File: config.mk
export PLATFORM = sky130hd
export DESIGN_NAME = rifl_crc_insert_flat
export DESIGN_NICKNAME = d
export VERILOG_FILES = /design/src/rtl/rifl_pkg.sv /design/src/rtl/rifl_crc_insert_if.sv /design/src/rtl/rifl_crc_step.sv /design/src/rtl/rifl_crc_insert.sv /design/src/flat_wrapper.sv
export SDC_FILE = /design/constraint.sdc
export NUM_CORES = 1
export LEC_CHECK = 0
export CORE_UTILIZATION = 45
export CTS_BUF_LIST = sky130_fd_sc_hd__clkbuf_2
export DETAILED_ROUTE_END_ITERATION = 8
export HOLD_SLACK_MARGIN = 0.05
export PLACE_DENSITY = 0.76
export SYNTH_ARGS = -nofsm -noshare
export SYNTH_HDL_FRONTEND = slang
export SYNTH_SLANG_ARGS = --single-unit
File: constraint.sdc
create_clock -name clk -period 4.7 [get_ports clk]
set_input_delay 0.47 -clock clk [delete_from_list [all_inputs] [get_ports clk]]
set_output_delay 0.47 -clock clk [all_outputs]
set_load 0.02 [all_outputs]
File: src/rtl/rifl_pkg.sv
// rtl/rifl_pkg.sv - shared CRC defaults and serial-equivalent parallel CRC step for RIFL TX/RX
package rifl_pkg;

    localparam int CRC_MAX_W  = 32;
    localparam int DATA_MAX_W = 256;

    localparam logic [11:0] CRC_POLY_DEFAULT = 12'h80F;
    localparam logic [11:0] CRC_INIT_DEFAULT = 12'h000;

    // MSB-first LFSR over the low dw bits of data; with constant dw/cw the loop collapses to an XOR tree.
    function automatic logic [CRC_MAX_W-1:0] crc_step(
        input logic [CRC_MAX_W-1:0]  crc,
        input logic [DATA_MAX_W-1:0] data,
        input int                    dw,
        input int                    cw,
        input logic [CRC_MAX_W-1:0]  poly
    );
        logic [CRC_MAX_W-1:0] c;
        logic [CRC_MAX_W-1:0] mask;
        logic                 fb;
        mask = (CRC_MAX_W'(1) << cw) - CRC_MAX_W'(1);
        c    = crc & mask;
        for (int i = DATA_MAX_W - 1; i >= 0; i--) begin
            if (i < dw) begin
                fb = c[cw-1] ^ data[i];
                c  = ((c << 1) ^ (fb ? poly : '0)) & mask;
            end
        end
        return c;
    endfunction

endpackage

File: src/rtl/rifl_crc_insert_if.sv
// rtl/rifl_crc_insert_if.sv - beat stream in/out bundle for the RIFL CRC insert/check stage
interface rifl_crc_insert_if #(
    parameter int DWIDTH = 64
);
    logic              sof;
    logic [DWIDTH-1:0] data_in;
    logic              sof_out;
    logic [DWIDTH-1:0] data_out;
    logic              eof_out;
    logic              crc_err;
    logic              frame_err;

    modport master (
        output sof, data_in,
        input  sof_out, data_out, eof_out, crc_err, frame_err
    );

    modport slave (
        input  sof, data_in,
        output sof_out, data_out, eof_out, crc_err, frame_err
    );
endinterface

File: src/rtl/rifl_crc_step.sv
// rtl/rifl_crc_step.sv - combinational parallel CRC over a W-bit slice, MSB first
module rifl_crc_step
    import rifl_pkg::*;
#(
    parameter int                   W         = 64,
    parameter int                   CRC_WIDTH = 12,
    parameter logic [CRC_WIDTH-1:0] CRC_POLY  = CRC_POLY_DEFAULT
) (
    input  logic [CRC_WIDTH-1:0] crc_in,
    input  logic [W-1:0]         data,
    output logic [CRC_WIDTH-1:0] crc_out
);

    assign crc_out = CRC_WIDTH'(crc_step(CRC_MAX_W'(crc_in), DATA_MAX_W'(data), W, CRC_WIDTH,
                                         CRC_MAX_W'(CRC_POLY)));

endmodule

File: src/rtl/rifl_crc_insert.sv
// rtl/rifl_crc_insert.sv - RIFL frame CRC insert (TX) / check (RX) stage, one clk latency
module rifl_crc_insert
    import rifl_pkg::*;
#(
    parameter int                   FRAME_WIDTH = 256,
    parameter int                   DWIDTH      = 64,
    parameter int                   CRC_WIDTH   = 12,
    parameter logic [CRC_WIDTH-1:0] CRC_POLY    = CRC_POLY_DEFAULT,
    parameter logic [CRC_WIDTH-1:0] CRC_INIT    = CRC_INIT_DEFAULT,
    parameter bit                   CHECK       = 1'b0
) (
    input logic               clk,
    input logic               rst_n,
    rifl_crc_insert_if.slave  bus
);

    localparam int PIP_CYCLES = FRAME_WIDTH / DWIDTH;
    localparam int CNT_W      = (PIP_CYCLES > 1) ? $clog2(PIP_CYCLES) : 1;

    logic [CNT_W-1:0]     cnt;
    logic                 active;
    logic [CRC_WIDTH-1:0] acc;
    logic [CRC_WIDTH-1:0] seed;
    logic [CRC_WIDTH-1:0] crc_body;
    logic [CRC_WIDTH-1:0] crc_final;
    logic                 last;
    logic                 fire;
    logic [DWIDTH-1:0]    data_nxt;
    logic                 err_nxt;

    // A sof beat is index 0 regardless of the counter, so it always restarts from the seed.
    assign seed = bus.sof ? CRC_INIT : acc;
    assign last = bus.sof ? (PIP_CYCLES == 1) : (cnt == CNT_W'(PIP_CYCLES - 1));
    assign fire = last && (active || bus.sof);

    generate
        if (PIP_CYCLES > 1) begin : g_body
            rifl_crc_step #(
                .W(DWIDTH), .CRC_WIDTH(CRC_WIDTH), .CRC_POLY(CRC_POLY)
            ) u_body (
                .crc_in(seed), .data(bus.data_in), .crc_out(crc_body)
            );
        end else begin : g_no_body
            assign crc_body = '0;
        end
    endgenerate

    rifl_crc_step #(
        .W(DWIDTH - CRC_WIDTH), .CRC_WIDTH(CRC_WIDTH), .CRC_POLY(CRC_POLY)
    ) u_last (
        .crc_in(seed), .data(bus.data_in[DWIDTH-1:CRC_WIDTH]), .crc_out(crc_final)
    );

    generate
        if (CHECK) begin : g_check
            assign data_nxt = bus.data_in;
            assign err_nxt  = fire && (crc_final != bus.data_in[CRC_WIDTH-1:0]);
        end else begin : g_insert
            assign data_nxt = fire ? {bus.data_in[DWIDTH-1:CRC_WIDTH], crc_final} : bus.data_in;
            assign err_nxt  = 1'b0;
        end
    endgenerate

    always_ff @(posedge clk) begin
        if (!rst_n) begin
            bus.sof_out   <= 1'b0;
            bus.data_out  <= '0;
            bus.eof_out   <= 1'b0;
            bus.crc_err   <= 1'b0;
            bus.frame_err <= 1'b0;
            cnt           <= '0;
            active        <= 1'b0;
            acc           <= '0;
        end else begin
            bus.sof_out   <= bus.sof;
            bus.data_out  <= data_nxt;
            bus.eof_out   <= fire;
            bus.crc_err   <= err_nxt;
            bus.frame_err <= bus.sof && active && (cnt != '0);
            if (bus.sof) begin
                acc    <= crc_body;
                cnt    <= (PIP_CYCLES == 1) ? '0 : CNT_W'(1);
                active <= (PIP_CYCLES != 1);
            end else if (active) begin
                acc <= crc_body;
                if (cnt == CNT_W'(PIP_CYCLES - 1)) begin
                    cnt    <= '0;
                    active <= 1'b0;
                end else begin
                    cnt <= cnt + CNT_W'(1);
                end
            end
        end
    end

endmodule

File: src/flat_wrapper.sv
// flat-port wrapper written by rule: the top's interface ports become plain ports
module rifl_crc_insert_flat import rifl_pkg::*;
#(
    parameter int                   FRAME_WIDTH = 256,
    parameter int                   DWIDTH      = 64,
    parameter int                   CRC_WIDTH   = 12,
    parameter logic [CRC_WIDTH-1:0] CRC_POLY    = CRC_POLY_DEFAULT,
    parameter logic [CRC_WIDTH-1:0] CRC_INIT    = CRC_INIT_DEFAULT,
    parameter bit                   CHECK       = 1'b0
)
  (clk, rst_n, bus_sof, bus_data_in, bus_sof_out, bus_data_out, bus_eof_out, bus_crc_err, bus_frame_err);
  rifl_crc_insert_if #(.DWIDTH(DWIDTH)) bus_i ();
  input logic clk;
  input logic rst_n;
  input wire logic [$bits(bus_i.sof)-1:0] bus_sof;
  input wire logic [$bits(bus_i.data_in)-1:0] bus_data_in;
  output wire logic [$bits(bus_i.sof_out)-1:0] bus_sof_out;
  output wire logic [$bits(bus_i.data_out)-1:0] bus_data_out;
  output wire logic [$bits(bus_i.eof_out)-1:0] bus_eof_out;
  output wire logic [$bits(bus_i.crc_err)-1:0] bus_crc_err;
  output wire logic [$bits(bus_i.frame_err)-1:0] bus_frame_err;
  assign bus_i.sof = bus_sof;
  assign bus_i.data_in = bus_data_in;
  assign bus_sof_out = bus_i.sof_out;
  assign bus_data_out = bus_i.data_out;
  assign bus_eof_out = bus_i.eof_out;
  assign bus_crc_err = bus_i.crc_err;
  assign bus_frame_err = bus_i.frame_err;
  rifl_crc_insert #(.FRAME_WIDTH(FRAME_WIDTH), .DWIDTH(DWIDTH), .CRC_WIDTH(CRC_WIDTH), .CRC_POLY(CRC_POLY), .CRC_INIT(CRC_INIT), .CHECK(CHECK)) u_core (.clk(clk), .rst_n(rst_n), .bus(bus_i));
endmodule
# --- Word level (Yosys, flattened, before mapping) ---
# Index checks and enable logic that the tools add are counted.
op_classes:
  add_sub_neg: 1
  bitwise: 129
  n_reduce_logical: 7
  muxes: 75
  eq_ne: 1
ops:
  columns: ["op", "n"]
  rows:
  - ["2-to-1 mux 12 bit", 68]
  - ["bitwise XOR 12 bit", 64]
  - ["bitwise XOR 1 bit", 64]
  - ["2-to-1 mux 1 bit", 6]
  - ["nonzero test 2 bit", 2]
  - ["logical AND 1 bit", 3]
  - ["adder 2 x 1 -> 2 bit, second input constant", 1]
  - ["equality test 2 bit, second input constant", 1]
  - ["2-to-1 mux 2 bit", 1]
  - ["OR reduction 2 bit", 1]
  - ["logical OR 1 bit", 1]
  - ["NOT 1 bit", 1]
totals:
  register_bits: 82
  output_inout_bits: 68
  word_cells: 221
  input_bits: 67

# --- Depth between registers and ports, before layout ---
depth:
  ltp_word: 195
  mapped_depth: 13
  mapped_depth_nobuf: 11

# --- Cells and area by module ---
# A second synthesis with hierarchy kept.
hier_totals:
  hier_cells: 506
  hier_area_um2: 6197.2
by_module_without_submodules:
  columns: ["module", "seq_area_each_um2", "area_per_inst_um2", "n_inst", "cells_per_inst"]
  rows:
  - ["rifl_crc_insert", 1641.6, 2737.6, 1, 254]
  - ["rifl_crc_step (u_core.g_body.u_body)", 0.0, 1955.6, 1, 141]
  - ["rifl_crc_step (u_core.u_last)", 0.0, 1503.9, 1, 111]

# --- Least setup slack after synthesis ---
# Ideal clock, no wire load.
synth_timing:
  kind: "input to register"
  start: "input bus_sof"
  end: "register u_core.acc[2]"
  cell_stages: 11
  arrival_ns: 3.529
  path_slack_ns: 1.039
  path_cell_list: "nand2b_2 > xnor3_1 > xnor3_2 > xnor3_1 > xnor3_2 > xnor3_1 > xnor3_2 > xor2_2 > xnor3_1 > nand2_1 > a21oi_1"
synth_via:
  elab_chain_cells: 195
synth_lines:
  columns: ["item", "line", "text"]
  rows:
  - ["start, declared", "flat_wrapper.sv:15", "input wire logic [$bits(bus_i.sof)-1:0] bus_sof;"]
  - ["2-to-1 mux 12 bit", "rifl_crc_insert.sv:32", "assign seed = bus.sof ? CRC_INIT : acc;"]
  - ["bitwise XOR 1 bit", "rifl_pkg.sv:25", "fb = c[cw-1] ^ data[i];"]
  - ["2-to-1 mux 12 bit", "rifl_pkg.sv:26", "c = ((c << 1) ^ (fb ? poly : '0)) & mask;"]
  - ["bitwise XOR 12 bit", "rifl_pkg.sv:26", null]
  - ["bitwise XOR 1 bit", "rifl_pkg.sv:25", null]
  - ["2-to-1 mux 12 bit", "rifl_pkg.sv:26", null]
  - ["bitwise XOR 12 bit", "rifl_pkg.sv:26", null]
  - ["bitwise XOR 1 bit", "rifl_pkg.sv:25", null]
  - ["[... 179 more ...]", null, null]
  - ["bitwise XOR 1 bit", "rifl_pkg.sv:25", null]
  - ["2-to-1 mux 12 bit", "rifl_pkg.sv:26", null]
  - ["bitwise XOR 12 bit", "rifl_pkg.sv:26", null]
  - ["bitwise XOR 1 bit", "rifl_pkg.sv:25", null]
  - ["2-to-1 mux 12 bit", "rifl_pkg.sv:26", null]
  - ["bitwise XOR 12 bit", "rifl_pkg.sv:26", null]
  - ["2-to-1 mux 12 bit", "rifl_crc_insert.sv:84", "end else if (active) begin"]
  - ["2-to-1 mux 12 bit", "rifl_crc_insert.sv:80", "if (bus.sof) begin"]
  - ["end signal, assigned", "rifl_crc_insert.sv:81", "acc <= crc_body;"]
  - ["end signal, assigned", "rifl_crc_insert.sv:85", "acc <= crc_body;"]
  - ["end, declared", "rifl_crc_insert.sv:22", "logic [CRC_WIDTH-1:0] acc;"]
# Parallel ways exist; a longest one is shown, timed or not. The select of a mux whose other input is x is not followed.
# A chain may end at the register's enable or synchronous reset.

# --- Final worst setup path ---
layout_timing:
  start: "input bus_sof"
  end: "register u_core.acc[11]"
# The elaborated chain is that of the path after synthesis.

==> key figures <==
STA
  – Final Critical Period: 4.01 ns
  – Final hold violations: 0
  – Final setup fails: 0
  – RSZ-0062 raised after global routing: no
  – Final Skew: 0.0160 ns
  – Final period utilization: 0.854
  – Slew Limit Fails: 0
  – Worst Tran Pin Value: 0.928 ns
  – Final setup TNS: 0 ns
  – Slew HR: 0.381
  – Fmax: 0.249 GHz

Run status
  – Status: complete, no violations

Yosys
  – Sequential share of the synthesized area: 0.350
  – Post-synth top flop: dfxtp_1
  – FFs w/ async S/R, synth: 0
  – Mapped Area: 4690 µm²
  – Post-synth top cells: xnor2_1, dfxtp_1, and2_1, xor2_1, nand2_1
  – Mapped Avg Cell Area: 10.6 µm²
  – Synth unique cells: 36
  – Yosys warnings: 0
  – FF+latch count, synth: 82
  – Syn_nets: 511
  – Top cell type by total area after synthesis: dfxtp_1
  – Top-count cell post-synth: xnor2_1
  – Post-synth EDFFs: 0
  – Top cells by area, synth: dfxtp_1, xnor2_1, xnor3_1
  – Mapped Cells: 442
  – Post-synth top area share: 0.350

Finish
  – Filler instances: 817
  – Share of post-route cells with drive strength above 1: 0.0677
  – Area Overhead vs Synth: 33.5%
  – Layout Nets: 640

Routing
  – Initial DRC Count: 76
  – Routed WL per cell: 15.4 µm
  – Via count: 3293
  – Vias/cell: 4.64
  – Post-Route WL: 10900 µm
  – Drt pass-1 iters: 4
  – Detail Route Antenna Nets: 0
  – Residual DRC count: 0

CTS
  – Root Buffer Master: clkbuf_2
  – Clock sink total: 82
  – CTS tree: built
  – Worst-skew pair later-pin latency: 0.55 ns
  – Max clock buf depth: 2
  – CTS clock-pin slew for the worst setup and hold paths: 0.24 ns
  – # hold bufs at CTS: 0
  – CTS buffer count: 9
  – Post-CTS setup repair buffer count: 0
  – Post-CTS Resized: 0
  – CTS H-tree lvls: 3

Global route
  – Number of global-route vias before repair: 3472
  – Initial antenna violation count: 1
  – First-pass GRT wire length: 17800 µm
  – Total grt overflow: 0
  – GRT Total Usage: 0.215
  – Largest net degree at the start of global routing: 54

Placement
  – Port-buffer cells: 133
  – DPL Wire Length: 8850 µm
  – Gpl congestion: 0.820

Worst setup path
  – FF-to-FF Start: u_core.acc[5]
  – Critical path launch point type: input pin
  – CP peak stage delay: 0.53 ns
  – Worst-path maximum fanout: 21
  – Required time of the critical path: 5.20 ns
  – Crit-path slowest cell: xnor3_2
  – Crit path max-delay family: XOR/XNOR gates
  – Worst setup path category: input pin to flop
  – CP bufs+invs: 2
  – Worst Path Arrival: 4.52 ns
  – Critical path, cell by cell: clkdlybuf4s50_1 -> buf_4 -> and2b_1 -> xor2_1 -> xnor2_1 -> xnor2_1 -> xnor3_2 -> xnor3_1 -> xnor3_2 -> xor2_1 -> mux2i_1 -> a221oi_2 -> o221a_1
  – Crit. Startpoint: bus_sof
  – Endpoint class of the critical path: flop

Die
  – DIE AREA: 10800 µm²
  – Die height: 104 µm
  – Row cnt: 36
  – Core area: 9950 µm²
  – Die W: 104 µm
  – Number of I/O pins: 135
  – Initial Util: 0.471

Worst hold path
  – Hold Path Class: input pin to flop
  – Hold Startpoint: bus_data_in[48]

Flow run
  – Number of max-cap violations: 0
## cells by family (layout without fill, tap and decap cells)
kind of cell	Yosys count	after routing	synth area share
simple gates	127	127	0.140
xor+xnor	176	176	0.439
fa+ha+maj	2	2	0.00534
flops	82	82	0.350
mux	4	4	0.00854
buf+inv	24	158	0.0219
compound gates	26	26	0.0342
other cells	1	2	0.000800
## metal layers
metal  vias to the layer above  GRT usage  wire length [µm]
li1                       1652          -                 -
met1                      1512      0.259              4770
met2                       108      0.363              5330
met3                        21     0.0545               567
met4                         0     0.0898               273
met5                         -          0                 0
## sequential cells by signal (all words and copies together) (netlist names)
| signal | cells |
|---|---|
| u_core.bus.eof_out | 1 |
| u_core.bus.sof_out | 1 |
| u_core.active | 1 |
| u_core.bus.frame_err | 1 |
| u_core.cnt | 2 |
| u_core.bus.data_out | 64 |
| u_core.acc | 12 |
## layout by cell type (no fill, tap or decap), drive strengths merged
master         instances
nor3                   3
and2b                  2
or2                    2
a21oi                 17
bufinv                 1
clkbuf                 9
ha                     2
o221a                  1
nand3b                 1
nor3b                  1
xnor2                111
nor2                  29
and2                  52
and3b                  1
nand3                  2
conb                   1
nand2b                 3
clkdlybuf4s50        133
buf                    3
xor3                   5
xor2                  34
nand2                 29
mux2i                  4
diode                  1
nor2b                  2
clkinv                 4
xnor3                 26
inv                    7
o21ai                  1
clkinvlp               1
dfxtp                 82
a211oi                 5
a31oi                  1
a221oi                 1
## path summary, 6_finish.rpt
kind         slack, ns  cells past startpoint                       to
max               0.69                     13           u_core.acc[11]
min               0.49                      2  u_core.bus.data_out[48]
max reg2reg       0.88                     11           u_core.acc[11]
min reg2reg       0.50                      2            u_core.acc[0]
## per-stage QoR
step                      area, µm²  std cells  hold WS (ns)  setup WS (ns)   util
after floorplan                4690        442         0.444           1.04      -
after global placement         6130        693         0.470          0.321  0.616
after detailed placement       6130        693         0.473          0.191  0.616
after CTS                      6260        709         0.464          0.763  0.629
after global routing           6260        710         0.453          0.538  0.629
final                          6260        710         0.493          0.686  0.629
## area by class of cell
cell class	instances	area [µm²]	share of cell area
Antenna cell	1	2.50	0.000400
Clock buffer	9	45.0	0.00720
Clock inverter	7	77.6	0.0124
Inverter	6	22.5	0.00360
Multi-Input combinational cell	336	2950	0.471
Sequential cell	82	1640	0.262
Tap cell	133	166	0.0266
Timing Repair Buffer	136	1350	0.216
## worst register-to-register path, delay by kind of cell (launching register included)
| kind | cells | cell delay, ns |
|---|---|---|
| compound gates | 2 | 0.48 |
| xor+xnor | 7 | 2.63 |
| flops | 1 | 0.46 |
| mux | 1 | 0.13 |
| simple gates | 1 | 0.09 |
Power is not shown: default switching activity piles up to over one toggle a cycle in this logic, so the estimate is an artifact.
